## config.mk

```make
export PLATFORM = sky130hd
export DESIGN_NAME = gate_chk_hold_timer
export DESIGN_NICKNAME = d
export VERILOG_FILES = /design/src/rtl/gate_chk_hold_timer.sv
export SDC_FILE = /design/constraint.sdc
export NUM_CORES = 1
export LEC_CHECK = 0
export CORE_UTILIZATION = 40
export DETAILED_ROUTE_END_ITERATION = 10
export GPL_TIMING_DRIVEN = 0
export HOLD_SLACK_MARGIN = 0.05
export PLACE_DENSITY = 0.67
export SLEW_MARGIN = 40
export SYNTH_ARGS = -nofsm -noshare
export SYNTH_HDL_FRONTEND = slang
export SYNTH_SLANG_ARGS = --single-unit
```

## constraint.sdc

```tcl
create_clock -name clk -period 3.8 [get_ports clk]
set_input_delay 0.76 -clock clk [delete_from_list [all_inputs] [get_ports clk]]
set_output_delay 0.76 -clock clk [all_outputs]
set_load 0.03 [all_outputs]
```

## src/rtl/gate_chk_hold_timer.sv

```systemverilog
// Down-counter that times how long each stimulus vector is held; a load
// has priority over a decrement, and the count saturates at zero.
module gate_chk_hold_timer #(
  parameter int unsigned WIDTH = 8
) (
  input  logic             clk,
  input  logic             rst_n,
  input  logic             i_load,
  input  logic [WIDTH-1:0] i_load_val,
  input  logic             i_dec,
  output logic             o_zero
);

  logic [WIDTH-1:0] r_count;

  // NOTE: sequential state is written with <= only, so every flop samples
  // the pre-edge value of its neighbours regardless of block ordering.
  always_ff @(posedge clk or negedge rst_n) begin
    if (!rst_n) begin
      r_count <= '0;
    end else if (i_load) begin
      r_count <= i_load_val;
    end else if (i_dec && (r_count != '0)) begin
      r_count <= r_count - 1'b1;
    end
  end

  assign o_zero = (r_count == '0);

endmodule

```

# Word level (Yosys, flattened, before mapping)
# Cells that the tools add are included.
# Widths: inputs -> output; s select.
# classes
n_addsub	1
muxes	2
reduce_logical	4
# ops
cell	n
$mux 8	2
$logic_not 8->1	1
$reduce_bool 8->1	1
$sub 8x1->8 const B	1
$reduce_bool 2->1	1
$logic_and 1x1->1	1
# totals
reg_bits	8
word_cells	8

# Depth between registers and ports, before layout
# Gate-level depths: netlist of the first run.
# logic_depth
ltp_word	4
ltp_mapped	5
ltp_nobuf	5

# Least setup slack after synthesis of the first run
# Ideal clock, no wire load.
# synth_timing
kind	flip-flop to output port
from	reg r_count[0]
to	out o_zero
arrival_ps	1557
required_time_ps	3040
slack_ps	1483
path_stages_with_launch	5
path_buffers	0
path_cell_list	dfrtp_1 inv_1 ha_1 or3b_2 nor2_1
# synth_via
elab_chain_cells	1
# synth_lines
item	line	rtl
from (decl)	14	logic [WIDTH-1:0] r_count;
from (signal assigned)	22	r_count <= i_load_val;
from (signal assigned)	24	r_count <= r_count - 1'b1;
$logic_not 8->1	28	assign o_zero = (r_count == '0);
to (decl)	11	output logic o_zero
# No other way between the ends.

# Worst setup path after layout of the first run
# Ends and elaborated chain as after synthesis.

==> summary.md, run 1 <==
| Metric | Value |
|---|---|
| Worst endpoint data arrival time | about 2.3 ns |
| Yosys reg bits | 8 |
| Routed WL | 1130 um |
| Relative max-transition margin | 0.589 |
| Fin util | 0.588 |
| Largest stage delay on the critical path | 0.69 ns |
| Final Net Count | 89 |
| Post-CTS Setup Inserts | 0 |
| DRT Pass-1 Iters | 5 |
| Full die area | 0.00147 mm2 |
| Synth area leader | dfrtp_1 |
| FFs w/ async S/R, synth | 1.00 |
| Gpl congestion | about 0.80 |
| Largest register FFs | 8 |
| Global route overflow | 0 |
| Clock transition at the registers of the reported paths | 0.05 ns |
| Register area share after synthesis | 0.379 |
| Worst Hold Path Cells | 2 |
| Avg Inst Size Synth | around 9 um2 |
| Vias | slightly above 500 |
| Cts repair resizes | 0 |
| Syn Inst Count | between 50 and 60 |
| CTS tree | built |
| Die Y-Extent | approximately 38 um |
| Worst-path fanout max | 4 |
| Slew Limit Fails | 0 |
| DRC | 0 |
| Number of placement rows | 12 |
| Synth top cells by count | dfrtp_1 (8), nor2_1 (5) |
| PortBufs | 12 |
| Layout cell share with drive strength beyond 1 | 0.0822 |
| Setup crit start kind | register |
| Initial Util | 0.451 |
| CTS Buf Count | 3 |
| Setup TNS | 0 ns |
| Post-Syn Area | between 500 and 600 um2 |
| Predominant post-synthesis flop cell | dfrtp_1 |
| Iteration-0 DRC Markers | 10 |
| Critical path endpoint category | output port |
| CTS hold repair buffers | 0 |
| Clock skew | ~0.0037 ns |
| Syn Nets | just over 70 |
| Tmin final | 3.04 ns |
| Most flop-heavy register | r_count |
| EDFF count, synth | 0 |
| Outcome | complete, no violations |
| Hold_ws | ~0.6 ns |
| Final Total Pwr | 0.223 mW |
| # diodes | 0 |
| CP cell instances | inv_1 > ha_1 > or3b_2 > nor2_1 > clkdlybuf4s50_1 |
| Req. time, crit path | 3.04 ns |
| Core footprint | 0.00117 mm2 |
| Final setup vio count | 0 |
| RSZ-0062 raised after global routing | no |
| Slew @ Worst Pin | a little over 0.6 ns |
| Crit Path Category | register to output port |
| Final Cycle Share | 0.799 |
| Final Cell Area | 688 um2 |
| Fill cell count | 111 |
| Initial antenna violation count | 0 |
| H-tree Lvls | 1 |
| Pin count of the biggest net entering global routing | 11 |
| Max frequency | between 300 and 400 MHz |
| Post-DP HPWL | 842 um |
| Synthesis-to-layout area growth | 30.3% |
| Die Wd | roughly 38 um |
| Number of global-route vias before repair | about 420 |
| Synth cell types | 31 |
| HP Class | register to register |
| Worst-case clock buffer depth | 2 |
| Tot GR Track Use | 0.178 |
| First-pass GRT wire length | 1740 um |
| ANT nets after route | 0 |
| Placed cell area | 666 um2 |
| Leakage power | ~0.26 nW |
| Path depth of the worst reg2reg path | 4 |
| Critical-path cell with the highest stage delay | clkdlybuf4s50_1 |
| Final hold violation count | 0 |
| Num ports | 13 |
| Clk_lat worst skew | ~0.25 ns |
| Ranking of synthesized cells by area | dfrtp_1 (38%), ha_1 (4.7%), nor3b_1 (4.3%), or4_1 (4.3%), a221o_1 (3.8%) |
| Yosys Warn Count | 0 |
| CTS Sinks | 8 |
| Top-count cell post-synth | dfrtp_1 |
| Root buffer cell | clkbuf_4 |
| Synth top area share | 0.379 |
| Regs by FF count | r_count (8) |
| Pwr dens | between 300 and 400 mW/mm2 |
| Routed vias/inst | approximately 5.9 |
| DR WL/cell | 13.0 um |
| Max cap viols | 0 |
| Maximum vdd drop | 0.172 mV |
==> final timing paths <==
check                                start  slack (ns)    endpoint
worst max-delay path            r_count[0]        0.76      o_zero
worst min-delay path            r_count[0]        0.59  r_count[0]
worst max register to register  r_count[2]        1.93  r_count[6]
worst min register to register  r_count[0]        0.59  r_count[0]
max in group asynchronous            rst_n        2.75  r_count[1]
min in group asynchronous            rst_n        0.79  r_count[6]
==> per-layer routing <==
metal | routed length (um) | track usage | up-vias
li1 | - | - | 264
met1 | 555 | 0.225 | 225
met2 | 485 | 0.254 | 21
met3 | 86 | 0.105 | 0
met4 | 0 | 0.0517 | 0
met5 | 0 | 0 | -
==> cell type report <==
cell class                 count  area (um2)  area share
multi-input combinational     45         308       0.447
tap                           14        17.5      0.0255
inverter                       3        11.3      0.0164
clock buffer                   3        22.5      0.0327
timing repair buffer          12         120       0.175
buffer                         2        8.76      0.0127
sequential                     8         200       0.291
==> through the flow <==
stage | setup slack, ns | cells
4_1_cts | 0.762 | 87
3_3_place_gp | 1.03 | 84
5_1_grt | 0.643 | 87
3_5_place_dp | 1.04 | 84
6_report | 0.764 | 87
2_1_floorplan | 1.48 | 58
==> logic make-up (layout without fill, tap and decap cells) <==
logic type / count (synthesis) / count (layout) / synth area share
AO/OA/AOI/OAI: 18 / 18 / 0.261
adder cells (fa/ha/maj): 2 / 2 / 0.0474
buffers and inverters: 5 / 20 / 0.0379
flip-flops: 8 / 8 / 0.379
AND/OR/NAND/NOR: 25 / 25 / 0.275
==> where the power goes <==
group / total [mW] / switching (mW) / internal (mW)
registers: 0.106 / 0.0116 / 0.0947
logic: 0.0537 / 0.0253 / 0.0284
clock network: 0.0633 / 0.0273 / 0.0360
total: 0.223 / 0.0643 / 0.159
==> placed cells by master, fill, tap and decap left out, drive strengths merged <==
cell and instances:
nor3 3, or3b 2, nor2 5, a21oi 3, clkdlybuf4s50 12, o311a 1, or4 3, o21ai 2
nand4 2, dfrtp 8, a211o 2, nor3b 3, nand3 2, or3 1, nor4 1, o31ai 1
ha 2, o211ai 1, nand2 2, clkinv 1, nor2b 1, o221ai 1, o2111ai 1, o211a 1
buf 1, clkbuf 4, a31oi 2, a221o 2, a2bb2oi 1, inv 2
==> worst max-delay path: cells and delay by family (launching register included) <==
family | cells | cell delay, ns
adders and majority gates | 1 | 0.20
and+or+nand+nor | 2 | 0.64
buffers and inverters | 2 | 0.80
DFF | 1 | 0.39
Note: power is estimated with default switching activity, not from simulation.
==> run 2: changes to the inputs <==
- PLACE_DENSITY: 0.67 -> 0.7
- clock period: 3.8 -> 2.75 ns (I/O delays scaled with it)
==> run 2 against run 1 <==
Against the previous run:
- combinational power grew 41%
- via count grew 0.98%
- largest cell class unchanged
- critical path depth is the same
- die area is the same
- count of clock-buffer cells in the layout is the same
- clock power grew 49%
- worst hold slack lost 0.0087 ns
==> summary.md, run 2 (synthesized netlist as in run 1, its figures left out) <==
| Metric | Value |
|---|---|
| Outcome | complete, no violations |
| Slew @ Worst Pin | 0.641 ns (+0.0256 ns) |
| Sw Share | 0.303 (+0.0157) |
| CTS Sinks | 8 (unchanged) |
| Req. time, crit path | 2.20 ns (-0.84 ns) |
| Clock skew | 0.00212 ns (-0.00162 ns) |
| Critical path endpoint category | output port |
| Die Wd | 38.3 um (unchanged) |
| CTS Buf Count | 3 (unchanged) |
| Setup TNS | 0 ns (unchanged) |
| Routed WL | 1290 um (+14%) |
| Layout cell share with drive strength beyond 1 | 0.0822 (unchanged) |
| Final Total Pwr | 0.316 mW (+42%) |
| Max frequency | 388 MHz |
| Leakage power | 0.264 nW (+1.9%) |
| Fill cell count | 106 (-4.5%) |
| Max cap viols | 0 (unchanged) |
| Regs by FF count | r_count (8) |
| Placed Instances | 84 (unchanged) |
| Initial antenna violation count | 0 (unchanged) |
| DRC | 0 (unchanged) |
| Vias | 515 (+0.98%) |
| Commonest non-fill, non-tap cell in the layout | clkdlybuf4s50_1 |
| Worst flop-to-flop path endpoint | r_count[6] |
| Number of placement rows | 12 (unchanged) |
| Final Cell Area | 687 um2 (-0.18%) |
| Final Cycle Share | 0.938 |
| Clock transition at the registers of the reported paths | 0.06 ns (about the same) |
| Slew Limit Fails | 0 (unchanged) |
| R2r startpoint | r_count[2] |
| Crit Path Category | register to output port |
| Pin count of the biggest net entering global routing | 11 (unchanged) |
| Sequential power share | 0.463 (-0.013) |
| Hold_ws | 0.577 ns (-0.00869 ns) |
| Maximum vdd drop | 0.303 mV (+76%) |
| Tot GR Track Use | 0.208 (+0.0291) |
| DRT Pass-1 Iters | 4 (-1) |
| Critical-path cell with the highest stage delay | or3b_2 |
| Relative max-transition margin | 0.572 (-0.0171) |
| PortBufs | 12 (unchanged) |
| Full die area | 0.00147 mm2 (unchanged) |
| Most frequent cells in the layout | clkdlybuf4s50_1 (11), dfrtp_1 (8), nor2_1 (5) |
| Final hold violation count | 0 (unchanged) |
| ANT nets after route | 0 (unchanged) |
| Fin util | 0.587 (-0.00107) |
| Final Net Count | 89 (unchanged) |
| H-tree Lvls | 1 (unchanged) |
| RSZ-0062 raised after global routing | no |
| Worst-path fanout max | 4 (unchanged) |
| Clock share of power | 0.298 (+0.014) |
| Gpl congestion | 0.704 (-12%) |
| Fin cells | 87 (unchanged) |
| CTS tree | built |
| P_sw | 0.0959 mW (+49%) |
| # diodes | 0 (unchanged) |
| Most flop-heavy register | r_count |
| Final WS setup | 0.170 ns (-0.594 ns) |
| Core footprint | 0.00117 mm2 (unchanged) |
| Synthesis-to-layout area growth | 30.1% |
| Worst-case clock buffer depth | 2 (unchanged) |
| Iteration-0 DRC Markers | 9 (-1) |
| Path depth of the worst reg2reg path | 4 (unchanged) |
| Pwr dens | 460 mW/mm2 (+42%) |
| Initial Util | 0.451 (unchanged) |
| Internal power | 0.220 mW (+38%) |
| Largest stage delay on the critical path | 0.50 ns (-0.19 ns) |
| Placed cell area | 666 um2 (unchanged) |
| Die Y-Extent | 38.3 um (unchanged) |
| Post-DP HPWL | 949 um (+13%) |
| Routed vias/inst | 5.92 (+0.98%) |
| Clk_lat worst skew | 0.26 ns (about the same) |
| DR WL/cell | 14.8 um (+14%) |
| Worst endpoint data arrival time | 2.03 ns (-0.25 ns) |
| HP Class | primary input to asynchronous set/reset pin |
| Tmin final | around 2.6 ns |
| Pre-CTS setup slack | 0.154 ns (-0.885 ns) |
| Final setup vio count | 0 (unchanged) |
| Root buffer cell | clkbuf_4 |
| Reg-to-reg slack, setup | 0.89 ns (-1.04 ns) |
| First-pass GRT wire length | 2010 um (+15%) |
| CP cell instances | inv_1 > ha_1 > or3b_2 > nor2_1 > dlygate4sd2_1 |
| Num ports | 13 (unchanged) |
| Setup crit start kind | register |
| Number of global-route vias before repair | 449 (+5.9%) |
| Largest register FFs | 8 (unchanged) |
| Global route overflow | 0 (unchanged) |
| Comb pwr share | 0.239 (about the same) |
[run 2: changes by cell type in the layout (fill, tap and decap cells not counted), sizes merged]
cell           change
clkdlybuf4s50      -1
dlygate4sd2        +1
[run 2: per-layer routing]
metal  routed length, um  GRT usage
met3                  37     0.0349
met1                 649      0.271
met5                   0          0
met2                 573      0.314
met4                  23      0.129
[run 2: worst max-delay path, delay by kind of cell (launching register included)]
kind                     cells  cell delay [ns]
adder cells (fa/ha/maj)      1             0.21
buffers and inverters        2             0.52
AND/OR/NAND/NOR              2             0.64
flip-flops                   1             0.41
[run 2: power by group through the flow]
stage / registers [mW] / clock network [mW] / logic (mW)
floorplan: 0.144 / 0 / 0.0462
global placement: 0.148 / 0 / 0.0736
detailed placement: 0.148 / 0 / 0.0755
CTS: 0.146 / 0.0971 / 0.0762
global route: 0.149 / 0.104 / 0.0845
finish: 0.146 / 0.0943 / 0.0755
[run 2: what timing repair did]
action	in CTS	in global routing
hold buffers	0	0
setup endpoints to repair	1	0
setup buffers	0	0
gates resized for setup	1	0
[run 2: area by class of cell]
class	instances	area, um2	area share
Clock buffer	3	22.5	0.0328
Timing Repair Buffer	12	119	0.173
Sequential cell	8	200	0.291
Tap cell	14	17.5	0.0255
Multi-Input combinational cell	45	308	0.448
Inverter	3	11.3	0.0164
Buffer	2	8.76	0.0128
[run 2: worst max-delay path by stage]
stage,from,end,slack [ns],cells past startpoint
2_1_floorplan,r_count[0],o_zero,0.64,4
3_3_place_gp,r_count[0],o_zero,0.18,5
3_5_place_dp,r_count[0],o_zero,0.15,5
4_1_cts,r_count[0],o_zero,0.15,5
5_1_grt,r_count[0],o_zero,0.02,5
6_report,r_count[0],o_zero,0.17,5
==> patch 1: new RTL, flow settings as in run 2 <==
Change the parameter `WIDTH` from 8 to 10.
--- a/src/rtl/gate_chk_hold_timer.sv
+++ b/src/rtl/gate_chk_hold_timer.sv
@@ -2,5 +2,5 @@
 // has priority over a decrement, and the count saturates at zero.
 module gate_chk_hold_timer #(
-  parameter int unsigned WIDTH = 8
+  parameter int unsigned WIDTH = 10
 ) (
   input  logic             clk,
Interface: changed (resized i_load_val); port bits go from 13 to 15. No check against the original RTL was run, so the function may have changed too.
==> patch 1 against run 2 <==
  * Critical endpoint unchanged
  * Setup slack got worse by 31 ps
  * Wire length shrank 4.4%
  * First-iteration DRC count down 22%
  * Design area increased by 17%
  * Largest power group unchanged
  * Synthesized area grew 18%
  * Combinational power increased by 19%
  * Via count up 7.0%
  * Highest routed layer unchanged
  * Sequential cell count up 2
  * Power rose by 18%
==> patch 1: results (changes against run 2) <==
| Metric | Value |
|---|---|
| Multi-Input Combinational | 50 (+11%) |
| Met1 layer usage reported by global route | 20.1% (-7.0 points) |
| Result of the run | completed |
| Top flop regs | r_count x10 |
| Synth area leaders | sky130_fd_sc_hd__dfrtp_1 (40%), sky130_fd_sc_hd__mux2_2 (5.4%), sky130_fd_sc_hd__o21ai_0 (4.0%) |
| Worst IR Drop VDD | 0.353 mV (+17%) |
| Overall track demand over capacity in global routing | 17.0% (-3.7 points) |
| Nets | 101 (+13%) |
| Most common library cells after synthesis | sky130_fd_sc_hd__dfrtp_1 (10), sky130_fd_sc_hd__nand2_1 (6), sky130_fd_sc_hd__inv_1 (5), sky130_fd_sc_hd__o21ai_0 (5), sky130_fd_sc_hd__nor2_1 (4) |
| Fraction of met3 tracks used by global routing | 7.83% (+4.3 points) |
| Leak Pwr | 0.337 nW (+28%) |
| Half-perimeter wire length after placement | 942 microns (-0.73%) |
| Layout clock area frac | 2.81% (-0.47 points) |
| Signal buffers | 16 (+2) |
| Sequential share of cell area | 31.2% (+2.1 points) |
| Routability Congestion | 0.726 (+3.2%) |
| Overall routed net length | 1230 microns (-4.4%) |
| Clock Power | 0.0979 mW (+3.8%) |
| Seq/Total Area, Yosys | 40.2% (+2.3 points) |
| DR WL met2 | 577 microns (+0.70%) |
| Net count of the mapped netlist | 82 (+14%) |
| Number of non-clock inverters | 5 (+2) |
| Wire length of the first global-routing pass | 2210 microns (+10%) |
| Critical-path maximum fanout | 6 (+2) |
| Fraction of layout instances using a drive strength above 1 | 10.7% (+2.5 points) |
[patch 1: kinds of logic after synthesis]
family                   Yosys count
AND/OR/NAND/NOR                   25
AO/OA/AOI/OAI                     17
flip-flops                        10
buffers and inverters              7
multiplexers                       4
XOR/XNOR                           3
adder cells (fa/ha/maj)            1
[patch 1: worst paths after layout]
check	to	slack (ps)
min	r_count[4]	600
max reg2reg	r_count[1]	930
max	o_zero	140
min in group clk	r_count[0]	630
max in group asynchronous	r_count[6]	1840
min reg2reg	r_count[0]	630
[patch 1: worst max-delay path, stage by stage (launching register included)]
cell,delay [ps]
sky130_fd_sc_hd__dfrtp_1,440
sky130_fd_sc_hd__or4_4,560
sky130_fd_sc_hd__or3_1,350
sky130_fd_sc_hd__inv_1,60
sky130_fd_sc_hd__dlygate4sd2_1,380
[patch 1: metrics by stage]
stage	instances	hold WS (ps)	setup WS [ps]	area [sq um]
global route	99	640	58.5	802
floorplan	67	254	715	622
CTS	99	610	133	802
finish	99	601	139	802
detailed placement	96	633	158	781
global placement	96	624	162	781
==> patch 2: new RTL, config.mk and constraints of run 2 <==
Without the edit above. Reset style: synchronous (`rst_n`), changed in one clocked block.
--- a/src/rtl/gate_chk_hold_timer.sv
+++ b/src/rtl/gate_chk_hold_timer.sv
@@ -16,5 +16,5 @@
   // NOTE: sequential state is written with <= only, so every flop samples
   // the pre-edge value of its neighbours regardless of block ordering.
-  always_ff @(posedge clk or negedge rst_n) begin
+  always_ff @(posedge clk) begin
     if (!rst_n) begin
       r_count <= '0;
Formal check against the unedited RTL: differs if rst_n is asserted again (counterexample within 4 cycles, from zero or initial values and one cycle with rst_n low); with rst_n held inactive, the same outputs for 10 cycles.
==> patch 2 against run 2 <==
  * Design area down 4.2%
  * Utilization shrank 0.98 points
  * Wire length is 16% lower
  * First-iteration DRC count up 33%
  * Synthesized area is 3.8% lower
  * Power is 3.9% higher
  * Worst hold slack got worse by 74 ps
  * Via count down 6.2%
  * Sequential cell count unchanged
  * Cell count shrank 1.1%
  * Setup slack worse by 71 ps
  * Synthesized cell count did not move
  * Critical path type unchanged
  * Critical endpoint unchanged
==> patch 2: results (changes against run 2) <==
| Metric | Value |
|---|---|
| Detailed-router iteration count before antenna repair | 4 (unchanged) |
| Worst IR Drop VDD | 0.258 mV (-15%) |
| Largest net degree at the start of global routing | 11 (unchanged) |
| Cell at the root of the clock tree | sky130_fd_sc_hd__clkbuf_4 |
| Maximum level of the CTS H-tree | 1 (unchanged) |
| Nets | 88 (-1.1%) |
| Netlist cell types | 28 (-9.7%) |
| Seq/Total Area, Yosys | 31.5% (-6.4 points) |
| Overall track demand over capacity in global routing | 18.1% (-2.7 points) |
| Met3 layer wire length in the routed design | 65 microns (+76%) |
| Yosys warnings | 0 (unchanged) |
| Fraction of layout instances using a drive strength above 1 | 11.1% (+2.9 points) |
| Count of hold buffers inserted by post-cts repair | 0 (unchanged) |
| Proportion of register bits with asynchronous set or reset after synthesis | 0% (-100 points) |
| Number of antenna violations at the first check in global routing | 0 (unchanged) |
| Worst clock skew | 4.85 ps (+2.73 ps) |
| Most common library cells after synthesis | sky130_fd_sc_hd__dfxtp_1 (8), sky130_fd_sc_hd__o21ai_0 (6), sky130_fd_sc_hd__a21oi_1 (4), sky130_fd_sc_hd__inv_1 (4) |
| Routed length per instance | 12.5 microns (-15%) |
| Routability Congestion | 0.769 (+9.3%) |
| Result of the run | completed |
| Met1 wire length | 501 microns (-23%) |
| Switching share of total power | 31.0% (+0.63 points) |
| Overall routed net length | 1080 microns (-16%) |
| Wire length of the first global-routing pass | 1750 microns (-13%) |
| Synthesized area per cell | 8.76 sq um (-3.8%) |
| Leak Pwr | 0.243 nW (-7.8%) |
| Via count normalized by instance count | 5.62 (-5.1%) |
| Via count of the first global-routing pass | 424 (-5.6%) |
| Post-CTS Setup Bufs | 0 (unchanged) |
| Initial drt markers | 12 (+3) |
| Resize count post-CTS | 0 (-1) |
| Total placed cells including tap cells | 83 (-1.2%) |
| Slew Limit Headroom | 64.5% (+7.3 points) |
| Worst slack, placed | 392 ps (+238 ps) |
| Highest signal layer in the routed design | met4 |
| Critical-path maximum fanout | 6 (+2) |
| Net count of the mapped netlist | 72 (unchanged) |
| Buffer depth of the longest clock path | 2 (unchanged) |
| Synth area leaders | sky130_fd_sc_hd__dfxtp_1 (32%), sky130_fd_sc_hd__o21ai_0 (5.9%), sky130_fd_sc_hd__o41ai_4 (5.4%) |
| # port buffers | 11 (-1) |
| CTS clk-pin slew, worst paths | 60 ps (about the same) |
| Fill count | 116 (+9.4%) |
| Ant diodes | 0 (unchanged) |
| Top flop regs | r_count x8 |
| Kind of path behind the tightest hold check | reg2reg |
| CP Data Arrival Time | 2100 ps (+70 ps) |
| Clock Latency Late Sink | 260 ps (about the same) |
| DR WL met2 | 501 microns (-13%) |
| Total clock buffers created by CTS | 3 (unchanged) |
[patch 2: area by class of cell]
class / instances / share of cell area [%]
Buffer: 2 / 1.14
Clock buffer: 3 / 3.42
Inverter: 4 / 2.28
Multi-Input combinational cell: 44 / 49.4
Sequential cell: 8 / 24.3
Tap cell: 14 / 2.66
Timing Repair Buffer: 11 / 16.7
[patch 2: final timing paths]
kind / cells past startpoint / startpoint / slack, ps / endpoint
setup reg to reg: 4 / r_count[2] / 880 / r_count[0]
setup / recovery: 3 / r_count[2] / 100 / o_zero
hold / removal: 2 / r_count[1] / 500 / r_count[1]
hold reg to reg: 2 / r_count[1] / 500 / r_count[1]
[patch 2: routing by layer]
metal / GRT usage, % / up-vias
met4: 9.82 / 0
met1: 21.4 / 217
met5: 0 / -
met3: 8.33 / 2
met2: 26.7 / 17
li1: - / 247
[patch 2: per-stage QoR]
stage	area, sq um	power (mW)
2_1_floorplan	508	0.204
3_3_place_gp	636	0.234
3_5_place_dp	636	0.235
4_1_cts	658	0.330
5_1_grt	658	0.346
6_report	658	0.328
[patch 2: logic make-up (layout without fill, tap and decap cells)]
logic type / count (synthesis) / in the layout / share of synthesized area (%)
AO/OA/AOI/OAI: 18 / 18 / 25.6
XOR/XNOR: 3 / 3 / 5.17
adder cells (fa/ha/maj): 2 / 2 / 4.93
buffers and inverters: 6 / 20 / 4.43
flip-flops: 8 / 8 / 31.5
multiplexers: 1 / 1 / 1.97
AND/OR/NAND/NOR: 20 / 20 / 26.4
[patch 2: critical path, stage by stage, from the launching register on]
cell and delay (ps):
sky130_fd_sc_hd__dfxtp_1 360, sky130_fd_sc_hd__or4_4 600, sky130_fd_sc_hd__nor4_1 180, sky130_fd_sc_hd__clkdlybuf4s50_1 710
[patch 2: power groups by stage]
stage	Sequential [mW]	Combinational [mW]	Clock [mW]
after floorplan	0.138	0.0657	0
after global placement	0.141	0.0929	0
after detailed placement	0.141	0.0941	0
after CTS	0.139	0.0947	0.0968
after global routing	0.140	0.105	0.101
final	0.139	0.0941	0.0952
